## config.mk

```make
export PLATFORM = sky130hd
export DESIGN_NAME = sdram_arb
export DESIGN_NICKNAME = d
export VERILOG_FILES = /design/src/rtl/sdram_arb.sv
export SDC_FILE = /design/constraint.sdc
export NUM_CORES = 1
export LEC_CHECK = 0
export ABC_AREA = 0
export BUFFER_PORTS_ARGS = -buffer_cell sky130_fd_sc_hd__buf_4
export CORE_MARGIN = 2
export CORE_UTILIZATION = 35
export DETAILED_ROUTE_END_ITERATION = 12
export GPL_ROUTABILITY_DRIVEN = 0
export HOLD_SLACK_MARGIN = 0.12
export PLACE_DENSITY = 0.73
export SLEW_MARGIN = 20
export SYNTH_ARGS = -nofsm -noshare
export SYNTH_HDL_FRONTEND = slang
export SYNTH_SLANG_ARGS = --single-unit
```

## constraint.sdc

```tcl
create_clock -name clk -period 2.6 [get_ports clk]
set_input_delay 0.13 -clock clk [delete_from_list [all_inputs] [get_ports clk]]
set_output_delay 0.13 -clock clk [all_outputs]
set_load 0.01 [all_outputs]
```

## src/rtl/sdram_arb.sv

```systemverilog
// Upstream sequencer for the SDRAM controller: arbitrates port A / port B and periodic
// auto-refresh into fixed-length ce/refresh slots, returning read data with a one-clock ack.
module sdram_arb #(
    parameter int SLOT_CLKS      = 9,
    parameter int DATA_CNT       = 6,
    parameter int REFRESH_PERIOD = 500
) (
    input  logic        clk,
    input  logic        rst_n,
    input  logic        req_a,
    input  logic        we_a,
    input  logic [23:0] addr_a,
    input  logic [1:0]  bs_a,
    input  logic [15:0] din_a,
    output logic        ack_a,
    output logic [15:0] dout_a,
    input  logic        req_b,
    input  logic        we_b,
    input  logic [23:0] addr_b,
    input  logic [1:0]  bs_b,
    input  logic [15:0] din_b,
    output logic        ack_b,
    output logic [15:0] dout_b,
    output logic        mem_ce,
    output logic        mem_we,
    output logic        mem_refresh,
    output logic [23:0] mem_addr,
    output logic [1:0]  mem_bs,
    output logic [15:0] mem_din,
    input  logic [15:0] mem_dout
);
    localparam int CW = $clog2(SLOT_CLKS);
    localparam int TW = $clog2(REFRESH_PERIOD);
    localparam logic [CW-1:0] CNT_LAST = CW'(SLOT_CLKS - 1);
    localparam logic [CW-1:0] CNT_DATA = CW'(DATA_CNT);
    localparam logic [TW-1:0] TMR_LAST = TW'(REFRESH_PERIOD - 1);

    typedef enum logic [2:0] {
        ST_STARTUP,
        ST_IDLE,
        ST_ACCESS,
        ST_REFRESH,
        ST_GAP
    } state_t;

    state_t        state_q, state_d;
    logic [CW-1:0] cnt_q, cnt_d;
    logic [TW-1:0] timer_q, timer_d;
    logic          pending_q, pending_d;
    logic          owner_b_q, owner_b_d;
    logic          ce_q, ce_d;
    logic          we_q, we_d;
    logic          refresh_q, refresh_d;
    logic [23:0]   addr_q, addr_d;
    logic [1:0]    bs_q, bs_d;
    logic [15:0]   din_q, din_d;
    logic          ack_a_q, ack_a_d;
    logic          ack_b_q, ack_b_d;
    logic [15:0]   dout_a_q, dout_a_d;
    logic [15:0]   dout_b_q, dout_b_d;
    logic          tmr_wrap;

    always_comb begin
        tmr_wrap = (timer_q == TMR_LAST);
        timer_d  = tmr_wrap ? '0 : timer_q + 1'b1;
    end

    always_comb begin
        state_d   = state_q;
        cnt_d     = cnt_q + 1'b1;
        pending_d = pending_q | tmr_wrap;
        owner_b_d = owner_b_q;
        ce_d      = ce_q;
        we_d      = we_q;
        refresh_d = refresh_q;
        addr_d    = addr_q;
        bs_d      = bs_q;
        din_d     = din_q;
        ack_a_d   = 1'b0;
        ack_b_d   = 1'b0;
        dout_a_d  = dout_a_q;
        dout_b_d  = dout_b_q;

        case (state_q)
            ST_STARTUP: begin
                if (cnt_q == CNT_LAST) begin
                    state_d = ST_IDLE;
                end
            end
            // GAP is the clock where ack is visible and ce/refresh are low; its closing
            // edge is an ordinary arbitration, so requesters must have dropped req by then.
            ST_IDLE, ST_GAP: begin
                state_d = ST_IDLE;
                cnt_d   = '0;
                if (pending_q) begin
                    refresh_d = 1'b1;
                    ce_d      = 1'b0;
                    we_d      = 1'b0;
                    pending_d = tmr_wrap;
                    state_d   = ST_REFRESH;
                end else if (req_a) begin
                    ce_d      = 1'b1;
                    we_d      = we_a;
                    addr_d    = addr_a;
                    bs_d      = bs_a;
                    din_d     = din_a;
                    owner_b_d = 1'b0;
                    state_d   = ST_ACCESS;
                end else if (req_b) begin
                    ce_d      = 1'b1;
                    we_d      = we_b;
                    addr_d    = addr_b;
                    bs_d      = bs_b;
                    din_d     = din_b;
                    owner_b_d = 1'b1;
                    state_d   = ST_ACCESS;
                end
            end
            ST_ACCESS, ST_REFRESH: begin
                if (state_q == ST_ACCESS && !we_q && cnt_q == CNT_DATA) begin
                    if (owner_b_q) begin
                        dout_b_d = mem_dout;
                    end else begin
                        dout_a_d = mem_dout;
                    end
                end
                if (cnt_q == CNT_LAST) begin
                    ce_d      = 1'b0;
                    refresh_d = 1'b0;
                    we_d      = 1'b0;
                    ack_a_d   = (state_q == ST_ACCESS) && !owner_b_q;
                    ack_b_d   = (state_q == ST_ACCESS) && owner_b_q;
                    state_d   = ST_GAP;
                end
            end
            default: state_d = ST_IDLE;
        endcase
    end

    always_ff @(posedge clk or negedge rst_n) begin
        if (!rst_n) begin
            state_q   <= ST_STARTUP;
            cnt_q     <= '0;
            timer_q   <= '0;
            pending_q <= 1'b0;
            owner_b_q <= 1'b0;
            ce_q      <= 1'b0;
            we_q      <= 1'b0;
            refresh_q <= 1'b0;
            addr_q    <= '0;
            bs_q      <= '0;
            din_q     <= '0;
            ack_a_q   <= 1'b0;
            ack_b_q   <= 1'b0;
            dout_a_q  <= '0;
            dout_b_q  <= '0;
        end else begin
            state_q   <= state_d;
            cnt_q     <= cnt_d;
            timer_q   <= timer_d;
            pending_q <= pending_d;
            owner_b_q <= owner_b_d;
            ce_q      <= ce_d;
            we_q      <= we_d;
            refresh_q <= refresh_d;
            addr_q    <= addr_d;
            bs_q      <= bs_d;
            din_q     <= din_d;
            ack_a_q   <= ack_a_d;
            ack_b_q   <= ack_b_d;
            dout_a_q  <= dout_a_d;
            dout_b_q  <= dout_b_d;
        end
    end

    assign mem_ce      = ce_q;
    assign mem_we      = we_q;
    assign mem_refresh = refresh_q;
    assign mem_addr    = addr_q;
    assign mem_bs      = bs_q;
    assign mem_din     = din_q;
    assign ack_a       = ack_a_q;
    assign ack_b       = ack_b_q;
    assign dout_a      = dout_a_q;
    assign dout_b      = dout_b_q;

endmodule

```

==> run metrics <==
Reg2Reg Depth 4; largest net degree at the start of global routing 55; post-route DRC violation count 0; GRT overflow 0; fillers 1012; Clock power frac 0.198; Syn Area/Cell 14.3 µm²; post-synthesis net count 412; worst path required time 2.83 ns; nets 618; first-pass GRT wire length 15500 µm; distinct cell type count after synthesis 39; clk root buf clkbuf_16; All-Layer GR Usage 0.151; setup_tns 0 ns; post-cts resize count 0; clock-pin slew on the worst setup and hold paths 0.07 ns; Pint 4.27 mW; P_leak 2.98 nW; DR pass1 iterations 4; end of the worst hold path mem_din[9]$_DFFE_PN0P_; Seq cells post-synth 97; PD cells 984 mW/mm²; I/O Buffers 184; Worst VDD drop 0.320 mV; sequential power share 0.406; post-synthesis sequential area ratio 0.562; RSZ-0062 raised after global routing false; ANT cells 0; wirelength, routed 10100 µm; Worst setup SP type flip-flop; Critical Path Fanout Max 43; CTS Hold Bufs 18; WP data arrival 2.11 ns; CTS Sinks 97; Die H 115 µm; commonest register cell after synthesis dfrtp_1; Core Util, Final 0.527; Inserted Clock Buffers 9; H-Tree Depth 3; clock skew 0.00623 ns; most common cell after layout, fill and taps aside buf_4; starting density of the core 0.360; synth warn 0; layout cell share with drive strength beyond 1 0.630; measured slew at the worst slew-check pin 0.691 ns; Die Span X 115 µm; Placed Area 0.00587 mm²; min-delay src din_b[9]; ys async rst share 1.00; clk_lat worst skew 0.34 ns; Area Overhead vs Synth 46.5%; Max clock buf depth 2; initial antenna violation count 0; Max-Cap Viols 0; Design Power 6.22 mW; HP Class input port to flip-flop; Setup WS pre-CTS 0.729 ns; Starting DRT DRC Count 164; CP Class flip-flop to flip-flop; WL per Instance 15.3 µm; post-route antenna net violation count 0; Core Region 0.0120 mm²; num rows 40; switching power 1.95 mW; Max Clock Freq 529 MHz; final number of hold-violating endpoints 0; die footprint 0.0132 mm²; Comb power frac 0.396; post-CTS setup buffers 0; Reg-to-Reg End mem_addr[22]$_DFFE_PN0P_; Reg2Reg Launch Point state_q[0]$_DFFE_PN0P_; Cells after Synth 302; HPWL Detailed 7550 µm; CTS tree done; setup ws final 0.710 ns; commonest non-fill, non-tap cells in the layout buf_4, mux2_2, dfrtp_1; I/O pins 185; Sw Ratio 0.314; Reg2Reg Setup Slack 0.71 ns; status finished, final reports clean; routed vias 3144; fin crit share 0.727; max-slew violation total from the final report 0; Min-Delay Path Depth 3; Post-synth EDFFs 0; Final Instance Area 0.00633 mm²; Final setup viols 0; number of global-route vias before repair 3221; worst slew margin relative to its limit 0.539; Critical Path End Type flip-flop; Vias/cell 4.76; post-synthesis instance area 0.00432 mm²; post-layout minimum cycle time 1.89 ns
area by class of cell:
type,count,area (µm²),area share
inverters,7,26.3,0.00415
clock buffers,9,225,0.0356
repair buffers,208,1630,0.258
clock inverters,7,55.1,0.00870
well taps,147,184,0.0291
multi-input cells,185,1780,0.281
flip-flops and latches,97,2430,0.384
worst max-delay path by stage:
stage / from / endpoint / slack, ns / cells after the start
6_report: state_q[0]$_DFFE_PN0P_ / mem_addr[22]$_DFFE_PN0P_ / 0.71 / 4
3_5_place_dp: state_q[0]$_DFFE_PN0P_ / mem_addr[22]$_DFFE_PN0P_ / 0.73 / 4
2_1_floorplan: state_q[0]$_DFFE_PN0P_ / mem_din[12]$_DFFE_PN0P_ / 0.82 / 4
5_1_grt: state_q[1]$_DFFE_PN0P_ / dout_a[8]$_DFFE_PN0P_ / 0.58 / 4
4_1_cts: state_q[0]$_DFFE_PN0P_ / mem_addr[22]$_DFFE_PN0P_ / 0.72 / 4
3_3_place_gp: state_q[0]$_DFFE_PN0P_ / mem_addr[16]$_DFFE_PN0P_ / 0.79 / 4
per-layer routing:
| metal | vias up | global-route usage | wire length, µm | share of wire |
|---|---|---|---|---|
| met2 | 97 | 0.275 | 5300 | 0.53 |
| met3 | 12 | 0.0406 | 626 | 0.062 |
| li1 | 1495 | - | - | - |
| met5 | - | 0 | 0 | 0 |
| met4 | 0 | 0.0458 | 135 | 0.013 |
| met1 | 1540 | 0.173 | 4020 | 0.40 |
kinds of logic (layout without fill, tap and decap cells):
logic type | count (synthesis) | after routing | synth area share
flops | 97 | 97 | 0.562
fa+ha+maj | 4 | 4 | 0.0116
buf+inv | 20 | 231 | 0.0267
compound gates | 14 | 14 | 0.0214
xor+xnor | 6 | 6 | 0.0122
simple gates | 43 | 43 | 0.0588
mux | 118 | 118 | 0.307
registers in the layout, summed over array words and instances, names as in the netlist, 2 cells and up:
name / count
mem_bs: 2
state_q: 3
dout_a: 16
dout_b: 16
cnt_q: 4
timer_q: 9
mem_addr: 24
mem_din: 16
power groups by stage:
stage | Combinational (mW) | Sequential (mW) | Clock [mW]
6_report | 2.46 | 2.53 | 1.23
4_1_cts | 2.50 | 2.53 | 1.28
5_1_grt | 2.66 | 2.61 | 1.34
3_5_place_dp | 2.48 | 2.56 | 0
2_1_floorplan | 0.981 | 2.75 | 0
3_3_place_gp | 2.41 | 2.53 | 0
per-stage QoR:
stage | hold slack (ns) | instances
floorplan | -0.166 | 302
global placement | 0.222 | 626
detailed placement | 0.222 | 626
CTS | 0.137 | 660
global route | 0.143 | 660
finish | 0.143 | 660
cells in the mapped netlist (all sizes together), types with 3 or more instances:
cell type  number  share of area
nand2           4         0.0035
inv             7         0.0061
buf             8          0.016
dfrtp          97           0.56
mux2          117           0.31
o21ai           4         0.0046
or3             4         0.0058
nor3            4         0.0046
nor2           10         0.0087
nand3           5         0.0058
xnor2           5          0.010
nand4           3         0.0043
clkbuf          5         0.0043
ha              4          0.012
critical path, stage by stage, from the launching register on:
cell	delay (ns)
dfrtp_1	0.43
xnor2_1	0.24
nor4_4	0.40
buf_12	0.29
mux2_2	0.37
No activity file was read; power rests on OpenSTA's default activity.
